[config.mk]
export PLATFORM = sky130hd
export DESIGN_NAME = uart_frame_ctrl
export DESIGN_NICKNAME = d
export VERILOG_FILES = /design/src/rtl/uart_frame_ctrl.sv
export SDC_FILE = /design/constraint.sdc
export NUM_CORES = 1
export LEC_CHECK = 0
export BUFFER_PORTS_ARGS = -buffer_cell sky130_fd_sc_hd__buf_2
export CAP_MARGIN = 20
export CORE_ASPECT_RATIO = 1.4
export CORE_MARGIN = 5
export CORE_UTILIZATION = 30
export CTS_BUF_LIST = sky130_fd_sc_hd__clkbuf_8
export DETAILED_ROUTE_END_ITERATION = 8
export HOLD_SLACK_MARGIN = 0.02
export PLACE_DENSITY_LB_ADDON = 0.08
export SYNTH_ARGS = -nofsm -noshare
export SYNTH_HDL_FRONTEND = slang
export SYNTH_SLANG_ARGS = --single-unit
[constraint.sdc]
create_clock -name clk -period 2.9 [get_ports clk]
set_input_delay 0.58 -clock clk [delete_from_list [all_inputs] [get_ports clk]]
set_output_delay 0.58 -clock clk [all_outputs]
set_load 0.03 [all_outputs]
[src/rtl/uart_frame_ctrl.sv]
// Byte-stream frame controller: captures UART bytes, soft-resets the receiver, parses
// SYNC/LEN/payload/CSUM frames into a buffer and hands them to a consumer via ready/ack.
module uart_frame_ctrl #(
  parameter int unsigned CLOCK_FREQ    = 38400000,
  parameter int unsigned BAUD_RATE     = 9600,
  parameter int unsigned MAX_LEN       = 16,
  parameter logic [7:0]  SYNC_BYTE     = 8'hA5,
  parameter int unsigned TIMEOUT_BYTES = 4
) (
  input  logic        clk,
  input  logic        rst,
  input  logic [7:0]  rx_data,
  input  logic        rx_valid,
  output logic        rx_soft_reset,
  output logic        frame_ready,
  output logic [4:0]  frame_len,
  input  logic [4:0]  rd_addr,
  output logic [7:0]  rd_data,
  input  logic        frame_ack,
  output logic        err_checksum,
  output logic        err_length,
  output logic        err_timeout,
  output logic        err_overrun,
  output logic [15:0] frame_count
);

  localparam int unsigned TimeoutCycles = TIMEOUT_BYTES * 10 * (CLOCK_FREQ / BAUD_RATE);
  localparam int unsigned CntW          = $clog2(TimeoutCycles + 1);
  localparam logic [CntW-1:0] CntLast   = CntW'(TimeoutCycles - 1);
  localparam logic [7:0] MaxLenByte     = 8'(MAX_LEN);
  localparam logic [5:0] MaxLenAddr     = 6'(MAX_LEN);

  typedef enum logic [2:0] {StIdle, StLen, StPayload, StCsum, StReady} state_e;

  state_e          state_q;
  logic            rx_valid_q;
  logic [CntW-1:0] cnt_q;
  logic [4:0]      len_q;
  logic [4:0]      idx_q;
  logic [7:0]      acc_q;
  logic [7:0]      mem_q [32];

  logic cap;
  logic in_frame;
  logic expire;

  always_comb begin
    cap      = rx_valid & ~rx_valid_q;
    in_frame = (state_q == StLen) || (state_q == StPayload) || (state_q == StCsum);
    // A byte arriving in the expiry cycle takes priority over the timeout.
    expire   = in_frame & ~cap & (cnt_q == CntLast);
  end

  // Frame buffer has no reset; it is written only while collecting payload.
  always_ff @(posedge clk) begin
    if (state_q == StPayload && cap) begin
      mem_q[idx_q] <= rx_data;
    end
  end

  always_ff @(posedge clk or posedge rst) begin
    if (rst) begin
      state_q       <= StIdle;
      rx_valid_q    <= 1'b0;
      cnt_q         <= '0;
      len_q         <= '0;
      idx_q         <= '0;
      acc_q         <= '0;
      rx_soft_reset <= 1'b0;
      frame_ready   <= 1'b0;
      frame_len     <= '0;
      rd_data       <= '0;
      err_checksum  <= 1'b0;
      err_length    <= 1'b0;
      err_timeout   <= 1'b0;
      err_overrun   <= 1'b0;
      frame_count   <= '0;
    end else begin
      rx_valid_q    <= rx_valid;
      rx_soft_reset <= cap;
      err_checksum  <= 1'b0;
      err_length    <= 1'b0;
      err_timeout   <= 1'b0;
      err_overrun   <= 1'b0;
      rd_data       <= ({1'b0, rd_addr} < MaxLenAddr) ? mem_q[rd_addr] : 8'h00;

      // Every state change in or out of the frame states coincides with a capture or expiry.
      if (!in_frame || cap || expire) begin
        cnt_q <= '0;
      end else begin
        cnt_q <= cnt_q + 1'b1;
      end

      case (state_q)
        StIdle: begin
          if (cap && rx_data == SYNC_BYTE) begin
            state_q <= StLen;
          end
        end
        StLen: begin
          if (cap) begin
            if (rx_data == 8'h00 || rx_data > MaxLenByte) begin
              err_length <= 1'b1;
              state_q    <= StIdle;
            end else begin
              len_q   <= rx_data[4:0];
              acc_q   <= rx_data;
              idx_q   <= '0;
              state_q <= StPayload;
            end
          end else if (expire) begin
            err_timeout <= 1'b1;
            state_q     <= StIdle;
          end
        end
        StPayload: begin
          if (cap) begin
            acc_q <= acc_q + rx_data;
            idx_q <= idx_q + 5'd1;
            if (idx_q == len_q - 5'd1) begin
              state_q <= StCsum;
            end
          end else if (expire) begin
            err_timeout <= 1'b1;
            state_q     <= StIdle;
          end
        end
        StCsum: begin
          if (cap) begin
            if (rx_data == acc_q) begin
              frame_ready <= 1'b1;
              frame_len   <= len_q;
              frame_count <= frame_count + 16'd1;
              state_q     <= StReady;
            end else begin
              err_checksum <= 1'b1;
              state_q      <= StIdle;
            end
          end else if (expire) begin
            err_timeout <= 1'b1;
            state_q     <= StIdle;
          end
        end
        StReady: begin
          if (cap) begin
            err_overrun <= 1'b1;
          end
          if (frame_ack) begin
            frame_ready <= 1'b0;
            frame_len   <= '0;
            state_q     <= StIdle;
          end
        end
        default: state_q <= StIdle;
      endcase
    end
  end

endmodule

==> metrics.md <==
| Metric | Value |
|---|---|
| Status | `complete, no violations` |
| Seq/Total Area, Yosys | `0.662` |
| Area Growth Syn to Fin | `18.7%` |
| Crit path required time | `~3.3 ns` |
| Layout cell share with drive strength beyond 1 | `0.274` |
| Area of the die | `32300 µm²` |
| Top post-synthesis cells by area | `edfxtp_1 (44%), dfrtp_1 (22%), mux4_2 (10%), xor2_1 (2.7%), nor2_1 (2.3%)` |
| Psw | `roughly 1.7 mW` |
| Largest net degree at the start of global routing | `44` |
| Count of max-cap constraint violations | `0` |
| Routed wire length | `approximately 22 mm` |
| Placed cell count | `1010` |
| Core area | `between 20000 and 30000 µm²` |
| Min Clock Period, post-route | `2.43 ns` |
| CP max FO | `5` |
| H-tree levels | `2` |
| Clock transition at the registers of the reported paths | `0.06 ns` |
| Internal power | `4.81 mW` |
| Antenna cells | `0` |
| Clk_lat worst skew | `0.52 ns` |
| Pre-CTS setup slack | `about 0.068 ns` |
| Yosys cell types | `between 50 and 60` |
| CTS root buffer | `clkbuf_8` |
| Final setup fails | `0` |
| FF+latch count, synth | `~200` |
| Initial drt markers | `between 150 and 200` |
| Post-Syn Area | `8640 µm²` |
| Initial core utilization | `0.304` |
| Slew @ Worst Pin | `0.858 ns` |
| Vias in the first global route | `5567` |
| RSZ-0062 raised after global routing | `false` |
| Critical path startpoint category | `flop` |
| Top Ports | `52` |
| Most frequent cells in the layout | `edfxtp_1 (128), dfrtp_1 (75), nor2_1 (54), buf_2 (51), clkbuf_8 (42)` |
| Dpl hpwl | `14.8 mm` |
| Fmax | `411 MHz` |
| Post-route DRC | `0` |
| TritonCTS buffer count | `36` |
| CTS max path bufs | `3` |
| Slew HR | `0.428` |
| Post-synth EDFFs | `128` |
| Die Height | `211 µm` |
| Net Count, Synth | `599` |
| PostCTS Resize Cnt | `0` |
| Clk sinks | `203` |
| Fin cells | `1072` |
| Total iterations of the first detailed-routing run | `4` |
| Layout Nets | `705` |
| Fin worst setup slack | `0.469 ns` |
| Via-to-Cell Ratio | `4.75` |
| Synth Area in XOR/XNOR | `0.0446` |
| Avg WL per Cell | `20.2 µm` |
| Die X | `153 µm` |
| Vias | `5092` |
| Power Density | `~630 nW/µm²` |
| Post-synth top area share | `0.445` |
| Flop pwr share | `0.503` |
| Global-route congestion overflow total | `0` |
| Post-Synth Simple-Gate Area | `0.102` |
| Postcts setup bufs | `0` |
| FP Rows | `73` |
| Post-synthesis compound-gate area fraction | `0.0366` |
| Final TNS setup | `0 ns` |
| Final period util | `0.838` |
| Ys Warns | `0` |
| WP data arrival | `2.87 ns` |
| Min-delay worst type | `in -> async` |
| Synth Flop Type | `edfxtp_1` |
| Mapped Cells | `567` |
| Worst r2r src | `acc_q[6]$_DFFE_PP0P_` |
| Max Clock Skew | `0.0196 ns` |
| Total power | `6.49 mW` |
| Gr usage total | `0.137` |
| CTS Hold Buffers Added | `0` |
| Comb power frac | `0.117` |
| First-pass GRT wire length | `around 34 mm` |
| Critical Path End Type | `flop` |
| Post-route ant nets | `0` |
| Syn Area/Cell | `around 15 µm²` |
| Final Util | `0.361` |
| Sw Share | `0.260` |
| Clock power share | `0.380` |
| Worst vdd ir | `0.223 mV` |
| Async SR Flop Fraction | `0.369` |
| Fin. Hold Viols | `0` |
| Mux share of post-synthesis cell area | `0.116` |
| CTS tree | `built` |
| Cell taking the most area after synthesis | `edfxtp_1` |
| Initial antenna violation count | `0` |
| Worst Setup SP | `acc_q[6]$_DFFE_PP0P_` |
| Most common cell after layout, fill and taps aside | `edfxtp_1` |
| Largest family of logic cells by synthesized area | `multiplexers` |
| I/O Buffers | `51` |
| Leak pwr | `4.01 nW` |
| Max-slew violations | `0` |
| Adder-cell share of the synthesized area | `0.0226` |
| Critical path class | `reg -> reg` |
| GPL Wtd Cong | `0.788` |
## stage by stage
step | instance area, µm² | hold slack, ns
CTS | 10300 | 0.185
detailed placement | 9590 | 0.477
global placement | 9590 | 0.479
floorplan | 8640 | 0.470
global route | 10300 | 0.201
finish | 10300 | 0.200
## flip-flops by register name, summed over array words and instances, names as in the netlist, 3 cells and up
| name | flops |
|---|---|
| rd_data | 8 |
| frame_count | 16 |
| len_q | 5 |
| cnt_q | 18 |
| frame_len | 5 |
| idx_q | 5 |
| acc_q | 8 |
| mem_q | 128 |
| state_q | 3 |
## metal layers
| metal | up-vias | part of all wire | global-route usage |
|---|---|---|---|
| met5 | - | 0 | 0 |
| met4 | 0 | 0.021 | 0.0393 |
| met3 | 35 | 0.038 | 0.0287 |
| met2 | 105 | 0.53 | 0.251 |
| met1 | 2610 | 0.41 | 0.162 |
| li1 | 2342 | - | - |
## worst max-delay path: stages (launching register included)
cell,delay (ns)
dfrtp_1,0.38
ha_1,0.35
nor4_2,0.33
nand3_1,0.24
or4_1,0.67
nor3_2,0.21
xor2_1,0.15
## power by group through the flow
stage / registers [mW] / logic (mW) / clock network, mW
2_1_floorplan: 3.31 / 0.511 / 0
3_3_place_gp: 3.32 / 0.765 / 0
3_5_place_dp: 3.33 / 0.772 / 0
4_1_cts: 3.27 / 0.776 / 2.57
5_1_grt: 3.28 / 0.853 / 2.70
6_report: 3.27 / 0.757 / 2.47
## synth_stat cells, types with 2 or more instances
master,instances
nand3b_1,3
and4_1,2
a21o_1,2
a22o_1,5
o21a_1,2
clkbuf_1,13
mux2_2,8
mux4_2,40
nor2_1,54
inv_1,13
and3_1,8
nor2b_1,11
dfrtp_1,75
a211oi_1,3
o31ai_1,3
and2_1,3
nand4_1,12
edfxtp_1,128
nor3_1,8
nand2_1,37
a21oi_1,11
nand3_1,17
or3_1,2
ha_1,14
nor4_1,6
nand2b_1,4
xnor2_1,17
xor2_1,27
o21ai_0,11
buf_2,5
## final cells by class
class                   instances  area, µm²
flip-flops and latches        203       5720
fillers                      2744      18100
repair buffers                 88        571
clock inverters                20       87.6
well taps                     375        469
multi-input cells             331       2780
inverters                      13       50.0
clock buffers                  42        578
## worst paths after layout
| kind | slack [ns] | depth (start not counted) | to |
|---|---|---|---|
| worst max-delay path | 0.47 | 6 | frame_count[15]$_DFFE_PP0P_ |
| max in group asynchronous | 2.01 | 3 | frame_count[10]$_DFFE_PP0P_ |
| min in group clk | 0.22 | 1 | rx_valid_q$_DFF_PP0_ |
| worst min-delay path | 0.20 | 2 | rd_data[6]$_DFF_PP0_ |
| worst min register to register | 0.49 | 2 | frame_ready$_DFFE_PP0P_ |
| worst max register to register | 0.47 | 6 | frame_count[15]$_DFFE_PP0P_ |
## kinds of logic (layout without fill, tap and decap cells)
| group | Yosys count | in the layout |
|---|---|---|
| AO/OA/AOI/OAI | 47 | 47 |
| flip-flops | 203 | 203 |
| AND/OR/NAND/NOR | 176 | 176 |
| multiplexers | 49 | 49 |
| XOR/XNOR | 44 | 44 |
| adder cells (fa/ha/maj) | 15 | 15 |
| buffers and inverters | 33 | 163 |
Power figures use the tool's default switching activity.
